<file path="src/rtl/popcount_pkg.sv">
// Shared types, widths and the saturating adder used by the popcount accumulator.
// Any block that counts set bits per frame imports this package.
package popcount_pkg;

    localparam int POPCNT_W  = 5;
    localparam int WORD_W    = 16;
    localparam int SAT_MAX_W = 32;

    typedef enum logic {
        PC_ACCUM,
        PC_DONE
    } pc_state_t;

    // The result packs the overflow flag in the MSB above a value clamped to 2^width-1.
    // The width argument must not exceed SAT_MAX_W.
    function automatic logic [SAT_MAX_W:0] sat_add(
        input logic [SAT_MAX_W-1:0] a,
        input logic [SAT_MAX_W-1:0] b,
        input int unsigned          width
    );
        logic [SAT_MAX_W:0] sum;
        logic [SAT_MAX_W:0] max_val;
        sum     = {1'b0, a} + {1'b0, b};
        max_val = ((SAT_MAX_W+1)'(1) << width) - (SAT_MAX_W+1)'(1);
        if (sum > max_val) begin
            sat_add = {1'b1, max_val[SAT_MAX_W-1:0]};
        end else begin
            sat_add = {1'b0, sum[SAT_MAX_W-1:0]};
        end
    endfunction

endpackage

</file>
<file path="src/rtl/popcount_int16.sv">
// Combinational population count of one 16-bit word.
// Its output is the per-word count that feeds the pipeline register in popcount_accum_int16.
module popcount_int16
    import popcount_pkg::*;
(
    input  logic [WORD_W-1:0]   data,
    output logic [POPCNT_W-1:0] count
);

    always_comb begin
        count = '0;
        for (int i = 0; i < WORD_W; i++) begin
            count = count + POPCNT_W'(data[i]);
        end
    end

endmodule

</file>
<file path="src/rtl/popcount_accum_int16.sv">
// Per-frame popcount accumulator: counts set bits and words over an in_last-delimited frame
// and holds the total on a valid/ready output until the consumer takes it.
module popcount_accum_int16
    import popcount_pkg::*;
#(
    parameter int WIDTH     = 16,
    parameter int ACC_WIDTH = 24,
    parameter int CNT_WIDTH = 16
) (
    input  logic                 clk,
    input  logic                 rst_n,
    input  logic                 in_valid,
    output logic                 in_ready,
    input  logic [WIDTH-1:0]     in_data,
    input  logic                 in_last,
    output logic                 out_valid,
    input  logic                 out_ready,
    output logic [ACC_WIDTH-1:0] out_count,
    output logic [CNT_WIDTH-1:0] out_words,
    output logic                 out_sat
);

    pc_state_t             state;
    pc_state_t             state_next;
    logic                  p_valid;
    logic [POPCNT_W-1:0]   p_cnt;
    logic                  p_last;
    logic [ACC_WIDTH-1:0]  acc;
    logic [ACC_WIDTH-1:0]  acc_next;
    logic [CNT_WIDTH-1:0]  words;
    logic [CNT_WIDTH-1:0]  words_next;
    logic                  sat;
    logic                  sat_next;
    logic [POPCNT_W-1:0]   word_cnt;
    logic                  in_hs;
    logic [SAT_MAX_W:0]    acc_res;
    logic [SAT_MAX_W:0]    words_res;
    logic                  unused_res_bits;

    popcount_int16 u_popcount (
        .data  (in_data),
        .count (word_cnt)
    );

    // A pending last word blocks the next frame from entering before the result is out.
    assign in_ready  = (state == PC_ACCUM) && !(p_valid && p_last);
    assign in_hs     = in_valid && in_ready;
    assign out_valid = (state == PC_DONE);
    assign out_count = acc;
    assign out_words = words;
    assign out_sat   = sat;

    assign acc_res   = sat_add(SAT_MAX_W'(acc), SAT_MAX_W'(p_cnt), ACC_WIDTH);
    assign words_res = sat_add(SAT_MAX_W'(words), SAT_MAX_W'(1), CNT_WIDTH);
    // Bits above the target widths are always zero after clamping.
    assign unused_res_bits = ^{acc_res, words_res};

    always_comb begin
        state_next = state;
        acc_next   = acc;
        words_next = words;
        sat_next   = sat;
        unique case (state)
            PC_ACCUM: begin
                if (p_valid) begin
                    acc_next   = acc_res[ACC_WIDTH-1:0];
                    words_next = words_res[CNT_WIDTH-1:0];
                    sat_next   = sat | acc_res[SAT_MAX_W] | words_res[SAT_MAX_W];
                    if (p_last) begin
                        state_next = PC_DONE;
                    end
                end
            end
            PC_DONE: begin
                if (out_ready) begin
                    acc_next   = '0;
                    words_next = '0;
                    sat_next   = 1'b0;
                    state_next = PC_ACCUM;
                end
            end
            default: begin
                state_next = PC_ACCUM;
            end
        endcase
    end

    always_ff @(posedge clk or negedge rst_n) begin
        if (!rst_n) begin
            state   <= PC_ACCUM;
            p_valid <= 1'b0;
            p_cnt   <= '0;
            p_last  <= 1'b0;
            acc     <= '0;
            words   <= '0;
            sat     <= 1'b0;
        end else begin
            state <= state_next;
            acc   <= acc_next;
            words <= words_next;
            sat   <= sat_next;
            if (state == PC_ACCUM) begin
                p_valid <= in_hs;
                p_cnt   <= word_cnt;
                p_last  <= in_last;
            end
        end
    end

endmodule

</file>
<file path="config.mk">
export PLATFORM = sky130hd
export DESIGN_NAME = popcount_accum_int16
export DESIGN_NICKNAME = d
export VERILOG_FILES = /design/src/rtl/popcount_pkg.sv /design/src/rtl/popcount_int16.sv /design/src/rtl/popcount_accum_int16.sv
export SDC_FILE = /design/constraint.sdc
export NUM_CORES = 1
export LEC_CHECK = 0
export CORE_MARGIN = 2
export CORE_UTILIZATION = 40
export CTS_BUF_LIST = sky130_fd_sc_hd__clkbuf_16
export CTS_CLUSTER_DIAMETER = 50
export DETAILED_ROUTE_END_ITERATION = 12
export PLACE_DENSITY_LB_ADDON = 0.12
export SLEW_MARGIN = 20
export SYNTH_ARGS = -nofsm -noshare
export SYNTH_HDL_FRONTEND = slang
export SYNTH_SLANG_ARGS = --single-unit
</file>
<file path="constraint.sdc">
create_clock -name clk -period 3.8 [get_ports clk]
set_input_delay 0.76 -clock clk [delete_from_list [all_inputs] [get_ports clk]]
set_output_delay 0.76 -clock clk [all_outputs]
set_load 0.005 [all_outputs]
</file>
==> reports/results.md <==
- run status: complete, but fails checks
- failing checks: negative setup slack
- Synth async-reset ratio: 100.0%
- Power per Cell Area: 510.3 nW/um2
- CP max-delay cell: fa_1
- synthesized area divided by synthesized cell count: 9.119 um2
- startpoint type of the worst setup path: input port
- setup slack after layout: -0.01362 ns
- share of the synthesized area in the top cell type: 36.54%
- sequential fraction of the synthesis area: 36.54%
- hold violation count in the final report: 0
- number of distinct standard cells referenced by the synthesized netlist: 59
- pin count of the biggest net entering global routing: 29
- post-synthesis instance total: 368
- ratio of cells with drive above 1 in the final layout: 10.35%
- mapped cell area: 3356 um2
- Clock Skew: 0.003568 ns
- startpoint-to-endpoint class of the critical path: in -> reg
- final global-route overflow total: 0
- post-route fraction of the period consumed by the critical path: 100.4%
- clock insertion delay at the later pin of the skew report: 0.29 ns
- required time at the worst-slack endpoint: 3.96 ns
- setup violators final: 2
- P_leak: 1.765 nW
- net count of the mapped netlist: 412
- net total in the final layout: 468
- maximum VDD drop: 0.3370 mV
- measured slew at the worst slew-check pin: 0.9537 ns
- vias: 3081
- type of the tightest min-delay check: in -> async
- antenna-violating nets left: 0
- CTS root buffer: clkbuf_16
- minimum period implied by the final worst setup slack: 3.814 ns
- FP Rows: 33
- maximum operating frequency: 262.2 MHz
- iteration count of the initial detailed-routing pass: 4
- Area growth, synth to finish: 25.76%
- Hold-fix buffers, CTS: 0
- y dimension of the die: 95.60 um
- WHS: 0.4398 ns
- leading post-synthesis cells by instance count: dfrtp_1, inv_1, nand2_1
- Antenna Cells: 0
- global placer's final weighted congestion: 0.8377
- number of design-rule violations left by the first detailed-router iteration: 231
- Clock Path Buffers: 2
- CTS tree: built
- number of synthesized register bits: 49
- worst path cell trace: buf_6, ha_4, inv_2, fa_1, fa_1, fa_1, fa_1, inv_1, fa_2, a21o_1, a21oi_2, xor2_1, o21ai_1
- Post-synth EDFFs: 0
- RSZ-0062 raised after global routing: yes
- sort of element at the end of the critical path: register
- post-synthesis cell type with the largest combined area: dfrtp_1
- DIE AREA: 9138 um2
- count of synthesis-stage warnings from yosys: 0
- HPWL Detailed: 6170 um
- buffers inserted by post-CTS timing repair: 0
- final wirelength: 8632 um
- number of cell instances on the worst register-to-register path: 8
- Area contributors post-synth: dfrtp_1, fa_1, ha_1
- largest incremental delay on the critical path: 0.52 ns
- Worst EP arrival: 3.97 ns
- total routing resource utilization after global routing: 19.81%
- via count normalized by instance count: 5.813
- FF-to-FF End: out_count[19]
- setup total negative slack: -0.02602 ns
- Final Slew Violations: 0
- Slew headroom: 36.42%
- top fanout value on the critical path: 2
- most used flip-flop cell after synthesis: dfrtp_1
- reg-to-reg critical path startpoint: out_count[0]
- average wire per standard cell: 16.29 um
- DRC violations left: 0
- reported max-cap violation count: 0
- TritonCTS Sinks: 49
- level count of the clock H-tree: 2
- slack of the worst reg-to-reg path: 0.74 ns
- cell repeated most along the worst path: fa_1
- CTS buffer count: 5
- number of global-route vias before repair: 2895
- initial antenna violation count: 0
- cell with the most instances after synthesis: dfrtp_1
- Core ar.: 8175 um2
- first-pass GRT wire length: 14140 um
- number of fill cells: 785
- Top Ports: 64
- horizontal die dimension: 95.60 um
- # port buffers: 63
- CTS clock-pin slew for the worst setup and hold paths: 0.07 ns
- initial core utilization: 41.05%
timing repair:
item / CTS / global route
cloned: 0 / 0
endpoints found under the setup margin: 5 / 4
resized for setup: 19 / 0
pin swaps: 10 / 7
placed cells by master (no fill, tap or decap), types with 5 or more instances in the layout:
| cell type | instances |
|---|---|
| clkdlybuf4s50_1 | 55 |
| nor3_1 | 16 |
| a31oi_1 | 11 |
| and3_1 | 9 |
| nand3_1 | 15 |
| o21ai_0 | 18 |
| nand4_1 | 8 |
| nand2_1 | 26 |
| a21oi_1 | 24 |
| dfrtp_1 | 49 |
| nor2_1 | 20 |
| a211oi_1 | 7 |
| and2_1 | 7 |
| and4_1 | 7 |
| fa_1 | 9 |
| ha_1 | 11 |
| dlygate4sd2_1 | 5 |
| buf_4 | 7 |
| clkbuf_16 | 5 |
| inv_1 | 27 |
| a311oi_1 | 11 |
flip-flops by register name (all words and copies together) (netlist names):
name,cells
p_cnt,5
out_valid,1
p_last,1
p_valid,1
out_words,16
out_count,24
out_sat,1
power by group:
| group | switching [mW] | internal (mW) |
|---|---|---|
| combinational | 0.498 | 0.475 |
| sequential | 0.123 | 0.618 |
| clock | 0.198 | 0.242 |
area by class of cell:
| type | count | area (um2) | share of cell area (%) |
|---|---|---|---|
| clock inverter | 3 | 17.52 | 0.4151 |
| inverter | 30 | 112.6 | 2.668 |
| multi-input combinational | 268 | 1933 | 45.80 |
| tap | 105 | 131.4 | 3.113 |
| timing repair buffer | 70 | 674.4 | 15.98 |
| clock buffer | 5 | 125.1 | 2.965 |
| sequential | 49 | 1226 | 29.05 |
routing by layer:
layer  up-vias  GRT usage [%]  wire, um
met2       116          30.07      3900
met4         0          6.190        94
li1       1465              -         -
met5         -              0         0
met3        11          4.901       605
met1      1489          27.82      4030
kinds of logic (layout without fill, tap and decap cells):
kind of cell    Yosys count  in the layout  share of synthesized area [%]
mux                       4              4                          1.268
simple gates            130            130                          21.36
buf+inv                  51            108                          6.562
flops                    49             49                          36.54
xor+xnor                  8              8                          2.088
fa+ha+maj                23             23                          11.04
compound gates          103            103                          21.14
stage by stage:
step | cells | utilization (%) | setup slack, ns | power (mW) | cell area, um2
2_1_floorplan | 368 | - | -0.1094 | 1.379 | 3374
3_3_place_gp | 522 | 49.89 | -0.6838 | 1.702 | 4079
3_5_place_dp | 522 | 49.89 | -0.7548 | 1.726 | 4079
4_1_cts | 530 | 51.62 | -0.1804 | 2.182 | 4220
5_1_grt | 530 | 51.62 | -0.1612 | 2.329 | 4220
6_report | 530 | 51.62 | -0.01362 | 2.154 | 4220
how the worst max path moves through the flow:
stage	endpoint	slack [ns]	start
after CTS	p_cnt[3]	-0.18	in_data[0]
after floorplan	p_cnt[3]	-0.11	in_data[1]
after global placement	p_cnt[4]	-0.68	in_data[0]
after detailed placement	p_cnt[4]	-0.75	in_data[1]
final	p_cnt[3]	-0.01	in_data[0]
after global routing	p_cnt[3]	-0.16	in_data[0]
worst max-delay path: cells and delay by family:
kind	cells	cell delay, ns
adders and majority gates	6	2.50
AOI/OAI and AO/OA	3	0.39
buffers and inverters	3	0.17
xor gates and xnor gates	1	0.15
Note: power is estimated with default switching activity, not from simulation.
